### src/rtl/databuffer_pingpong_ctrl.sv
// databuffer_pingpong_ctrl
//   Ping-pong controller for two block buffers (bank0 / bank1) in the JPEG
//   encoder front end. A raster pixel stream is collected into a staging
//   vector. A full block is loaded into the free bank. Filled banks are
//   presented in order to the DCT stage.
//   Optional feature macro: DATABUF_BLKCNT_EN. It adds blk_count, which counts
//   load pulses, and ovf_err, a sticky flag for pixels offered during a long
//   load stall.
//
// Handshakes:
//   pix_valid/pix_ready: a pixel transfers on every clock edge where both are
//   high. pix_valid may be held while pix_ready is low. pix_ready depends only
//   on state (and sync_clr), never on pix_valid.
//   blk_valid/blk_done: blk_done is a 1-cycle pulse. It only takes effect
//   while blk_valid is high, and it releases the presented bank on that edge.
module databuffer_pingpong_ctrl #(
  parameter  int DATA_WIDTH = 8,
  parameter  int DEPTH      = 64,
  localparam int CNT_W      = $clog2(DEPTH) + 1,
  localparam int STAGE_W    = DATA_WIDTH * DEPTH
) (
  input  logic                  clock,
  input  logic                  reset_n,
  input  logic                  sync_clr,
  input  logic                  pix_valid,
  input  logic [DATA_WIDTH-1:0] pix_data,
  output logic                  pix_ready,
  output logic [STAGE_W-1:0]    stage_data,
  output logic [1:0]            buf_load,
  output logic [1:0]            buf_oe,
  output logic                  blk_valid,
  output logic                  blk_bank,
  input  logic                  blk_done,
`ifdef DATABUF_BLKCNT_EN
  output logic [15:0]           blk_count,
  output logic                  ovf_err,
`endif
  output logic [CNT_W-1:0]      fill_cnt,
  output logic                  dbg_wr_state   // 1 while waiting to load a bank
);

  typedef enum logic {
    WR_FILL      = 1'b0,
    WR_LOAD_WAIT = 1'b1
  } wr_state_e;

  wr_state_e          state_q, state_d;
  logic [CNT_W-1:0]   fill_cnt_q, fill_cnt_d;
  logic [STAGE_W-1:0] stage_q, stage_d;
  logic               stage_full_q, stage_full_d;
  logic [1:0]         bank_full_q, bank_full_d;
  logic               wr_bank_q, wr_bank_d;
  logic               rd_bank_q, rd_bank_d;
`ifdef DATABUF_BLKCNT_EN
  logic [15:0]        blk_count_q, blk_count_d;
  logic [CNT_W-1:0]   wait_cnt_q, wait_cnt_d;
  logic               ovf_err_q, ovf_err_d;
`endif

  // Write FSM, bank flags and read pointer: next state and outputs.
  always_comb begin
    state_d      = state_q;
    fill_cnt_d   = fill_cnt_q;
    stage_d      = stage_q;
    stage_full_d = stage_full_q;
    bank_full_d  = bank_full_q;
    wr_bank_d    = wr_bank_q;
    rd_bank_d    = rd_bank_q;
    pix_ready    = 1'b0;
    buf_load     = 2'b00;
    blk_valid    = bank_full_q[rd_bank_q];
    buf_oe       = blk_valid ? (2'b01 << rd_bank_q) : 2'b00;

    // Release of the presented bank. It never targets the bank being loaded.
    if (blk_done && blk_valid) begin
      bank_full_d[rd_bank_q] = 1'b0;
      rd_bank_d              = ~rd_bank_q;
    end

    case (state_q)
      WR_FILL: begin
        pix_ready = 1'b1;
        if (pix_valid) begin
          // Pixel k goes to the k-th byte from the top (pixel 0 in the MSBs).
          for (int i = 0; i < DEPTH; i++) begin
            if (fill_cnt_q == CNT_W'(i)) begin
              stage_d[STAGE_W-1-DATA_WIDTH*i -: DATA_WIDTH] = pix_data;
            end
          end
          fill_cnt_d = fill_cnt_q + 1'b1;
          if (fill_cnt_q == CNT_W'(DEPTH - 1)) begin
            state_d      = WR_LOAD_WAIT;
            stage_full_d = 1'b1;
          end
        end
      end
      WR_LOAD_WAIT: begin
        // The staging vector stays stable. Load only when the target bank is free.
        if (!bank_full_q[wr_bank_q]) begin
          buf_load[wr_bank_q]    = 1'b1;
          bank_full_d[wr_bank_q] = 1'b1;
          wr_bank_d              = ~wr_bank_q;
          fill_cnt_d             = '0;
          stage_full_d           = 1'b0;
          state_d                = WR_FILL;
        end
      end
      default: state_d = WR_FILL;
    endcase

    // Frame-start clear overrides every event of this cycle.
    if (sync_clr) begin
      state_d      = WR_FILL;
      fill_cnt_d   = '0;
      stage_d      = '0;
      stage_full_d = 1'b0;
      bank_full_d  = 2'b00;
      wr_bank_d    = 1'b0;
      rd_bank_d    = 1'b0;
      pix_ready    = 1'b0;
      buf_load     = 2'b00;
    end
  end

`ifdef DATABUF_BLKCNT_EN
  // Load counter and load-stall overflow detection.
  always_comb begin
    blk_count_d = blk_count_q + ((|buf_load) ? 16'd1 : 16'd0);
    ovf_err_d   = ovf_err_q;
    wait_cnt_d  = '0;
    if (state_q == WR_LOAD_WAIT) begin
      if (pix_valid && (wait_cnt_q >= CNT_W'(DEPTH))) ovf_err_d = 1'b1;
      if (!(|buf_load) && (wait_cnt_q != CNT_W'(DEPTH))) wait_cnt_d = wait_cnt_q + 1'b1;
      else if (!(|buf_load)) wait_cnt_d = wait_cnt_q;
    end
    if (sync_clr) begin
      blk_count_d = '0;
      ovf_err_d   = 1'b0;
      wait_cnt_d  = '0;
    end
  end

  // Counter and overflow registers.
  always_ff @(posedge clock or negedge reset_n) begin
    if (!reset_n) begin
      blk_count_q <= '0;
      wait_cnt_q  <= '0;
      ovf_err_q   <= 1'b0;
    end else begin
      blk_count_q <= blk_count_d;
      wait_cnt_q  <= wait_cnt_d;
      ovf_err_q   <= ovf_err_d;
    end
  end

  assign blk_count = blk_count_q;
  assign ovf_err   = ovf_err_q;
`endif

  // State, staging and bank-flag registers.
  always_ff @(posedge clock or negedge reset_n) begin
    if (!reset_n) begin
      state_q      <= WR_FILL;
      fill_cnt_q   <= '0;
      stage_q      <= '0;
      stage_full_q <= 1'b0;
      bank_full_q  <= 2'b00;
      wr_bank_q    <= 1'b0;
      rd_bank_q    <= 1'b0;
    end else begin
      state_q      <= state_d;
      fill_cnt_q   <= fill_cnt_d;
      stage_q      <= stage_d;
      stage_full_q <= stage_full_d;
      bank_full_q  <= bank_full_d;
      wr_bank_q    <= wr_bank_d;
      rd_bank_q    <= rd_bank_d;
    end
  end

  assign stage_data   = stage_q;
  assign fill_cnt     = fill_cnt_q;
  assign blk_bank     = rd_bank_q;
  assign dbg_wr_state = state_q;

endmodule

### config.mk
export PLATFORM = sky130hd
export DESIGN_NAME = databuffer_pingpong_ctrl
export DESIGN_NICKNAME = d
export VERILOG_FILES = /design/src/rtl/databuffer_pingpong_ctrl.sv
export SDC_FILE = /design/constraint.sdc
export NUM_CORES = 1
export LEC_CHECK = 0
export ABC_AREA = 1
export BUFFER_PORTS_ARGS = -buffer_cell sky130_fd_sc_hd__buf_4
export CAP_MARGIN = 10
export CORE_ASPECT_RATIO = 0.6
export CORE_UTILIZATION = 45
export CTS_CLUSTER_DIAMETER = 150
export DETAILED_ROUTE_END_ITERATION = 6
export PLACE_DENSITY_LB_ADDON = 0.3
export SYNTH_ARGS = -nofsm -noshare
export SYNTH_HDL_FRONTEND = slang
export SYNTH_SLANG_ARGS = --single-unit
### constraint.sdc
create_clock -name clock -period 1.8 [get_ports clock]
set_input_delay 0.36 -clock clock [delete_from_list [all_inputs] [get_ports clock]]
set_output_delay 0.36 -clock clock [all_outputs]
set_load 0.01 [all_outputs]
==> qor.yml, run 1 <==
pwr:
  p_int_mw: 19.0
  pwr-share-clk_pct: 43.7
  switchingPower_mw: 6.40
  cellLeakagePower_nw: 17.3
  comb_power_share_pct: 9.2
  powerDensity_mw_per_mm2: 809
  seqPwrFrac_pct: 47.1
  design_power_total_mw: 25.4
  switching_share_pct: 25.2
  ir_drop_mv: 0.584
layout:
  finalCoreUtilization_pct: 63.6
  nets: 3181
  drive_gt1_share_pct: 32.1
  area_delta_synth_final_pct: 39.2
  n_antenna_cell: 0
  mostFrequentLayoutCells: "1068 x nand2_1, 717 x buf_4, 522 x dfrtp_1"
  filler_cell_count: 3984
  final_common_cell: "nand2_1"
cts:
  clock_sinks: 524
  cts_tree: "built"
  root_buffer: "clkbuf_16"
  insertion_delay_ns: 0.57
  cts_buffer_depth: 3
  numCtsBuffers: 49
  h-tree-depth: 2
  clk_pin_slew_worst_paths_ns: 0.06
floorplan:
  dieArea_mm2: 0.0511
  ios: 540
  num_rows: 63
  core_mm2: 0.0494
  die_y_um: 175
  start_util_pct: 45.7
  die_x_um: 291
logic_synthesis:
  synth_compound_area_share_pct: 2.76
  avgSynthCellArea_um2: 8.99
  synth_cells: 2509
  yosysTopAreaCell: "dfrtp_1"
  synth_top_cell_area_share_pct: 58.1
  syn_area_mm2: 0.0226
  synth_cell_types: 27
  synth_area_leaders: "dfrtp_1 58%, nand2_1 18%, nand4_1 13%"
  ys_ff_latch: 524
  ys_warn_count: 0
  synthMuxAreaShare_pct: 0
  yosys.area_share.xor_xnor_pct: 0
  synthSimpleGateAreaFrac_pct: 34.7
  synthAdderAreaFrac_pct: 0.222
  synth_top_family_by_area: "simple AND/OR/NAND/NOR gates"
  seq_area_frac_synth_pct: 58.1
  syn_nets: 2526
sta:
  rsz0062_at_grt: "true"
  hold_viol: 0
  finalCritPeriodShare_pct: 102
  period_minus_slack_ns: 1.84
  finalMaxSlewViolations: 0
  worst_slack_ns: -0.0386
  final.setup.tns_ns: -0.0550
  skew_ns: 0.00953
  tightest_slew_ns: 0.552
  setup_viol: 3
  worst_slew_margin_rel_pct: 63.0
  fmax_mhz: 544
worst_setup_path:
  r2r_slack_ns: 0
  cp-start-kind: "register"
  rr_startpoint: "fill_cnt[0]"
  crit_fanout: 3
  rr_worst_depth: 8
  worst_ep_arrival_time_ns: 1.48
  cp-end-kind: "primary output"
  crit_required_ns: 1.44
  crit_type: "reg -> out"
  regToRegEndpoint: "stage_data[412]"
global_routing:
  gr-total-overflow: 0
  grt_first_pass_wirelength_mm: 130
  antenna_found_initial: 0
  grt_pass1_vias: 21444
  grt_start_max_net_pins: 74
  grt_usage_pct: 32.8
placed_design:
  io_buffer_count: 539
  dp_hpwl_mm: 59.6
  place_congestion: 0.940
run_status:
  violations: "setup timing"
  status: "complete, but fails checks"
route:
  antenna_left: 0
  drtPass1Iterations: 6
  drc: 0
  drt_iter0_drc: 2517
  wire_per_inst_um: 22.4
  vias: 22415
  wl_mm: 86.4
  vias_per_cell: 5.82
hold_path:
  hold_depth: 3
  min_path_type: "in -> reg"
  holdCritStartpoint: "pix_valid"
  min_to: "fill_cnt[0]"
flow_run:
  drv_cap: 0
## power by group through the flow
stage / Clock (mW) / Combinational [mW] / Sequential (mW)
finish: 11.1 / 2.35 / 12.0
global route: 11.7 / 2.50 / 12.0
CTS: 11.3 / 2.20 / 12.0
detailed placement: 0 / 2.17 / 12.2
global placement: 0 / 2.13 / 12.2
floorplan: 0 / 0.911 / 12.2
## worst max-delay path by stage
stage                        start               to  slack, ns  cells past startpoint
floorplan              fill_cnt[0]   stage_data[73]       0.06                      7
global placement       fill_cnt[0]  stage_data[489]      -0.08                      9
detailed placement     fill_cnt[0]  stage_data[186]      -0.20                      7
CTS                 bank_full_q[0]      buf_load[0]      -0.09                      4
global route          dbg_wr_state      buf_load[0]      -0.09                      5
finish                dbg_wr_state      buf_load[0]      -0.04                      5
## sequential cells by signal (all words and copies together), names as in the netlist
name / count
blk_bank: 1
wr_bank_q: 1
bank_full_q: 2
dbg_wr_state: 1
stage_data: 512
fill_cnt: 7
## metrics by stage
step / hold slack, ns / std cells / instance area (um^2) / worst slack, ns
2_1_floorplan: 0.0644 / 2509 / 22600 / 0.0595
3_3_place_gp: 0.251 / 3743 / 29000 / -0.0845
3_5_place_dp: 0.257 / 3743 / 29000 / -0.196
4_1_cts: 0.0775 / 3834 / 30900 / -0.0907
5_1_grt: 0.115 / 3851 / 31400 / -0.0885
6_report: 0.0878 / 3851 / 31400 / -0.0386
## layout make-up
class / count / area [um^2] / area share, %
multi-input cells: 1769 / 8880 / 28.3
repair buffers: 791 / 6790 / 21.6
flip-flops and latches: 524 / 13100 / 41.7
well taps: 650 / 813 / 2.59
clock buffers: 69 / 1430 / 4.56
clock inverters: 19 / 264 / 0.840
inverters: 29 / 124 / 0.394
## cells in the mapped netlist
cell type / n
nand3_2: 6
o21ai_1: 19
nand2_2: 1
nand2_1: 1071
nor2_1: 29
buf_4: 7
nand3_4: 2
buf_1: 27
clkbuf_1: 92
buf_2: 56
a31oi_1: 1
inv_1: 26
a31o_2: 2
buf_6: 4
nor3_4: 1
clkbuf_2: 1
ha_1: 4
inv_2: 3
nor2_2: 63
nand4_1: 485
dfrtp_1: 524
o21ai_2: 35
a21oi_1: 1
o21ai_0: 6
nor3_1: 1
o21ai_4: 10
nand3_1: 32
## repair_timing
action / 4_1_cts / 5_1_grt
setup buffers: 2 / 11
hold buffers: 1 / 0
hold endpoints to repair: 59 / 0
resized for setup: 37 / 64
pin swaps: 2 / 10
endpoints found under the setup margin: 217 / 381
gates cloned: 0 / 6
## kinds of logic after synthesis
kind of cell               after synthesis
and+or+nand+nor                       1691
DFF                                    524
adders and majority gates                4
AOI/OAI and AO/OA                       74
buffers and inverters                  216
## metal layers
metal	GRT usage [%]	wire, um
met3	6.88	7550
met1	45.7	36100
met2	49.4	38700
met5	0	0
met4	15.1	4170
## worst max-delay path: stages, from the launching register on
cell and delay (ns):
dfrtp_1 0.37, inv_2 0.06, nor2_4 0.16, inv_4 0.07, nor2_4 0.14, buf_6 0.12
(Power assumes the default switching activity.)
==> run 2, diff against run 1 <==
- ABC_AREA: 1 -> unset
- CORE_MARGIN: unset -> 2
- clock period: 1.8 -> 2.1 ns (I/O delays scaled with it)
==> qor.yml, run 2 <==
run_status:
  status: "finished clean"
pwr:
  cellLeakagePower_nw: 15.2  # -12%
  pwr-share-clk_pct: 44.6  # +0.9 points
  powerDensity_mw_per_mm2: 688  # -15%
  switching_share_pct: 23.9  # -1.3 points
  ir_drop_mv: 0.572  # -2.0%
  p_int_mw: 15.5  # -19%
  comb_power_share_pct: 5.5  # -3.7 points
  seqPwrFrac_pct: 49.8  # +2.7 points
  switchingPower_mw: 4.86  # -24%
sta:
  tightest_slew_ns: 0.723  # +0.171 ns
  finalCritPeriodShare_pct: 97.3
  period_minus_slack_ns: 2.04
  hold_viol: 0  # unchanged
  setup_viol: 0  # -3
  finalMaxSlewViolations: 0  # unchanged
  rsz0062_at_grt: "false"
  worst_slew_margin_rel_pct: 51.8  # -11 points
  final.setup.tns_ns: 0  # +0.0550 ns
  skew_ns: 0.0169  # +0.00735 ns
  fmax_mhz: 489
global_routing:
  grt_first_pass_wirelength_mm: 120  # -7.2%
  grt_start_max_net_pins: 108  # +46%
  antenna_found_initial: 2  # +2
  grt_pass1_vias: 19011  # -11%
  met1_usage_pct: 41.4  # -4.2 points
  grt_usage_pct: 29.7  # -3.1 points
  gr-total-overflow: 0  # unchanged
  gr-usage-met3_pct: 6.19  # -0.70 points
  grt-busiest-layer: "met2"
  met2_usage_pct: 45.3  # -4.1 points
worst_setup_path:
  crit_required_ns: 1.68  # +0.24 ns
  crit_type: "reg -> out"
  crit_fanout: 6  # +3
  crit_chain: "and2_1, or2_2, buf_4"
  worst_ep_arrival_time_ns: 1.62  # +0.14 ns
  cp-start-kind: "register"
  critPathMaxStageDelay_ns: 0.44  # +0.07 ns
  crit_slowest_cell: "dfrtp_1"
  cp-end-kind: "primary output"
cts:
  insertion_delay_ns: 0.58  # about the same
  h-tree-depth: 2  # unchanged
  cts_buffer_depth: 3  # unchanged
  clk_pin_slew_worst_paths_ns: 0.07  # about the same
  root_buffer: "clkbuf_16"
  numCtsBuffers: 50  # +2.0%
  cts_tree: "built"
  clock_sinks: 524  # unchanged
floorplan:
  num_rows: 64  # +1.6%
  core_mm2: 0.0508  # +2.7%
  die_y_um: 179  # +2.1%
  ios: 540  # unchanged
  start_util_pct: 45.3  # -0.32 points
  die_x_um: 296  # +1.7%
  dieArea_mm2: 0.0530  # +3.8%
logic_synthesis:
  synth_most_common_cell: "dfrtp_1"
  synth_edf_count: 0  # unchanged
  yosysTopAreaCell: "dfrtp_1"
  seq_area_frac_synth_pct: 57.0  # -1.1 points
  synth_ff_type: "dfrtp_1"
  syn_nets: 2199  # -13%
  synthTopCellsByCount: "524 x dfrtp_1, 263 x nand2_1, 261 x a21oi_1"
  synth_top_cell_area_share_pct: 57.0  # -1.1 points
  ys_warn_count: 0  # unchanged
  synth_cells: 2182  # -13%
  avgSynthCellArea_um2: 10.5  # +17%
  ys_ff_latch: 524  # unchanged
  synth_area_leaders: "dfrtp_1 57%, mux2i_1 11%, a21oi_1 5.7%"
  async_flop_share_pct: 100  # unchanged
  syn_area_mm2: 0.0230  # +2.0%
  synth_cell_types: 57  # +110%
route:
  vias: 19724  # -12%
  vias_per_cell: 5.88  # +1.1%
  drc: 0  # unchanged
  drtPass1Iterations: 5  # -1
  wire_per_inst_um: 24.2  # +7.7%
  wl_mm: 81.0  # -6.3%
  antenna_left: 0  # unchanged
  drt_iter0_drc: 2140  # -15%
layout:
  nets: 2640  # -17%
  final_common_cell: "buf_4"
  largest_register_ff_count: 512  # unchanged
  mostFrequentLayoutCells: "603 x buf_4, 521 x dfrtp_1, 261 x nand2_1, 261 x a21oi_1, 257 x nand3_1"
  fin_area_mm2: 0.0296  # -5.9%
  finalCoreUtilization_pct: 58.3  # -5.3 points
  drive_gt1_share_pct: 29.2  # -2.9 points
  area_delta_synth_final_pct: 28.5
flow_run:
  drv_cap: 0  # unchanged
placed_design:
  io_buffer_count: 539  # unchanged
  dpl_cell_area_mm2: 0.0279  # -3.8%
  dp_hpwl_mm: 51.9  # -13%
  place_congestion: 0.833  # -11%
hold_path:
  min_path_type: "in -> reg"
-- run 2: cell types whose count changed in the layout (fill, tap and decap cells not counted), sizes merged, moves of 10 or more --
cell,before,now
nand3,40,262
nand4,485,16
buf,784,643
nand4b,0,10
inv,31,5
o21ai,70,260
nor2,92,4
a21oi,1,261
nand2,1072,269
mux2i,0,249
-- run 2: critical path, delay by kind of cell, from the launching register on --
| family | cells | cell delay (ns) |
|---|---|---|
| simple gates | 2 | 0.47 |
| flops | 1 | 0.44 |
| buf+inv | 1 | 0.14 |
-- run 2: logic make-up (layout without fill, tap and decap cells) --
group           count (synthesis)  count (layout)  share of synthesized area, %
compound gates                538             538                          12.0
xor+xnor                        1               1                        0.0381
fa+ha+maj                       4               4                         0.217
buf+inv                       261             738                          5.98
flops                         524             524                          57.0
mux                           249             249                          10.8
other cells                     0               1                             0
simple gates                  605             605                          14.0
-- run 2: through the flow --
stage | std cells | worst slack (ns) | power [mW] | hold slack, ns
floorplan | 2182 | 0.271 | 10.8 | 0.124
global placement | 3260 | 0.196 | 11.4 | 0.383
detailed placement | 3260 | 0.0808 | 11.5 | 0.386
CTS | 3350 | 0.0175 | 20.5 | 0.0698
global route | 3353 | 0.00546 | 21.0 | 0.0717
finish | 3353 | 0.0564 | 20.3 | 0.0970
-- run 2: worst paths after layout --
path | cells past startpoint | startpoint | end | slack [ns]
max in group asynchronous | 3 | reset_n | bank_full_q[1] | 0.85
hold / removal | 2 | sync_clr | stage_data[235] | 0.1
min in group asynchronous | 2 | reset_n | stage_data[468] | 0.38
setup / recovery | 3 | blk_bank | blk_valid | 0.06
hold reg to reg | 1 | stage_data[0] | stage_data[0] | 0.50
setup reg to reg | 5 | dbg_wr_state | stage_data[364] | 0.11
-- run 2: final cells by class --
| class | instances | area (um^2) |
|---|---|---|
| Multi-Input combinational cell | 1397 | 8620 |
| Inverter | 5 | 23.8 |
| Tap cell | 693 | 867 |
| Antenna cell | 1 | 2.50 |
| Timing Repair Buffer | 645 | 5340 |
| Clock buffer | 74 | 1480 |
| Sequential cell | 524 | 13100 |
| Fill cell | 4292 | 21200 |
| Clock inverter | 14 | 135 |
-- run 2: power groups by stage --
stage          Sequential, mW  Clock [mW]  Combinational (mW)
2_1_floorplan            10.3           0               0.452
3_3_place_gp             10.3           0                1.10
3_5_place_dp             10.3           0                1.12
4_1_cts                  10.1        9.21                1.13
5_1_grt                  10.1        9.69                1.21
6_report                 10.1        9.08                1.13
-- run 2: what timing repair did --
action / CTS / global route
setup endpoints to repair: 3 / 12
pin swaps: 1 / 1
resized for setup: 6 / 8
hold buffers: 1 / 0
setup buffers: 1 / 2
endpoints found under the hold margin: 31 / 0
-- run 2: metal layers --
metal	part of all wire (%)	vias up
li1	-	8479
met1	41	9942
met2	46	1074
met3	8.3	229
met4	4.7	0
met5	0	-
==> run 3, diff against run 2 <==
- CORE_UTILIZATION: 45 -> 54
==> qor.yml, run 3 (synthesized netlist as in run 2, its figures left out) <==
run_status:
  status: "finished clean"
sta:
  tightest_slew_ns: 0.763  # +0.0402 ns
  period_minus_slack_ns: 2.05  # +0.00713 ns
  skew_ns: 0.0193  # +0.00239 ns
  fmax_mhz: 488  # -0.35%
  finalCritPeriodShare_pct: 97.7  # +0.34 points
  worst_slew_margin_rel_pct: 49.1  # -2.7 points
  hold_viol: 0  # unchanged
  setup_viol: 0  # unchanged
  hold_ws_ns: 0.141  # +0.0439 ns
  finalMaxSlewViolations: 0  # unchanged
  rsz0062_at_grt: "true"
layout:
  largest_register_ff_count: 512  # unchanged
  multi_input_area_mm2: 0.00859  # -0.35%
  final_common_cell: "buf_4"
  nets: 2631  # -0.34%
  area_delta_synth_final_pct: 27.1
  fin_area_mm2: 0.0293  # -1.1%
  seqCellArea_mm2: 0.0131  # about the same
  mostFrequentLayoutCells: "602 x buf_4, 523 x dfrtp_1, 263 x nand2_1"
  drive_gt1_share_pct: 29.0  # -0.26 points
  finalCoreUtilization_pct: 69.7  # +11 points
  filler_cell_count: 3032  # -29%
  n_antenna_cell: 0  # -1
worst_setup_path:
  critPathMaxStageDelay_ns: 0.51  # +0.07 ns
  r2r_slack_ns: 0.05  # -0.06 ns
  rr_startpoint: "fill_cnt[2]"
  cp_num_buf_inv: 2  # +1
  regToRegEndpoint: "stage_data[207]"
  cp-start-kind: "register"
  worst_ep_arrival_time_ns: 2.53  # +0.91 ns
  rr_worst_depth: 5  # unchanged
  cp-end-kind: "register"
  crit_type: "reg -> reg"
  crit_fanout: 18  # +12
  path_delay_family: "simple AND/OR/NAND/NOR gates"
  crit_required_ns: 2.58  # +0.90 ns
  crit_slowest_cell: "dfrtp_1"
  crit_chain: "buf_4, and4bb_1, buf_12, nand4_1, mux2i_1"
route:
  drtPass1Iterations: 7  # +2
  drc: 0  # unchanged
  drt_iter0_drc: 2270  # +6.1%
  vias_per_cell: 6.18  # +5.0%
  wl_mm: 76.5  # -5.6%
  vias: 19909  # +0.94%
  wire_per_inst_um: 23.7  # -1.7%
  antenna_left: 0  # unchanged
placed_design:
  io_buffer_count: 539  # unchanged
  dpl_cell_area_mm2: 0.0276  # -1.1%
  dp_hpwl_mm: 49.1  # -5.5%
  place_congestion: 0.845  # +1.4%
global_routing:
  gr-usage-met3_pct: 6.49  # +0.31 points
  grt_usage_pct: 33.6  # +3.9 points
  met2_usage_pct: 51.8  # +6.5 points
  antenna_found_initial: 0  # -2
  grt_start_max_net_pins: 160  # +48%
  gr-total-overflow: 0  # unchanged
  grt_pass1_vias: 19090  # +0.42%
  grt_first_pass_wirelength_mm: 116  # -3.8%
  met1_usage_pct: 46.8  # +5.4 points
  grt-busiest-layer: "met2"
cts:
  h-tree-depth: 2  # unchanged
  cts_tree: "built"
  clock_sinks: 524  # unchanged
  cts_buffer_depth: 3  # unchanged
  root_buffer: "clkbuf_16"
  clk_pin_slew_worst_paths_ns: 0.06  # about the same
  numCtsBuffers: 48  # -4.0%
  insertion_delay_ns: 0.57  # about the same
hold_path:
  min_to: "blk_bank"
  min_path_type: "in -> reg"
  holdCritStartpoint: "blk_done"
  hold_depth: 3  # +1
floorplan:
  dieArea_mm2: 0.0443  # -16%
  start_util_pct: 54.9  # +9.5 points
  num_rows: 58  # -9.4%
  core_mm2: 0.0419  # -17%
  die_y_um: 164  # -8.5%
  ios: 540  # unchanged
  die_x_um: 271  # -8.6%
pwr:
  powerDensity_mw_per_mm2: 692  # +0.59%
  ir_drop_mv: 0.602  # +5.2%
  design_power_total_mw: 20.2  # -0.52%
  cellLeakagePower_nw: 15.1  # -0.53%
flow_run:
  drv_cap: 0  # unchanged
-- run 3: how the worst max path moves through the flow --
stage,start,endpoint,slack (ns),cells past startpoint
5_1_grt,dbg_wr_state,stage_data[441],-0.001,5
4_1_cts,dbg_wr_state,buf_load[1],-0.04,4
2_1_floorplan,fill_cnt[1],stage_data[306],0.27,8
6_report,fill_cnt[2],stage_data[207],0.05,5
3_5_place_dp,fill_cnt[1],stage_data[246],0.07,6
3_3_place_gp,fill_cnt[1],stage_data[53],0.15,6
-- run 3: metrics by stage --
stage / cells / setup slack, ns / TNS, ns
after floorplan: 2182 / 0.271 / 0
after global placement: 3130 / 0.151 / 0
after detailed placement: 3130 / 0.0704 / 0
after CTS: 3219 / -0.0351 / -0.0351
after global routing: 3222 / -0.00111 / -0.00194
final: 3222 / 0.0493 / 0
-- run 3: layout make-up --
cell class / count / area share [%]
clock buffer: 71 / 4.85
inverter: 5 / 0.0813
timing repair buffer: 638 / 17.8
tap: 570 / 2.44
sequential: 524 / 44.8
multi-input combinational: 1397 / 29.4
clock inverter: 17 / 0.650
-- run 3: routing by layer --
layer,vias up,share of wire (%)
met5,-,0
met4,0,5.1
li1,8469,-
met2,1188,46
met3,240,9.0
met1,10012,40
-- run 3: timing repair --
action | 4_1_cts | 5_1_grt
setup endpoints to repair | 2 | 18
setup buffers | 0 | 3
pin swaps | 0 | 3
endpoints found under the hold margin | 30 | 0
resized for setup | 2 | 6
hold buffers | 1 | 0
-- run 3: power breakdown --
| part | switching [mW] | internal, mW |
|---|---|---|
| sequential | 0.0207 | 10.1 |
| clock | 3.95 | 5.08 |
| combinational | 0.835 | 0.240 |
-- run 3: worst register-to-register path: stages, from the launching register on --
cell	delay, ns
dfrtp_1	0.51
buf_4	0.21
and4bb_1	0.26
buf_12	0.21
nand4_1	0.45
mux2i_1	0.33
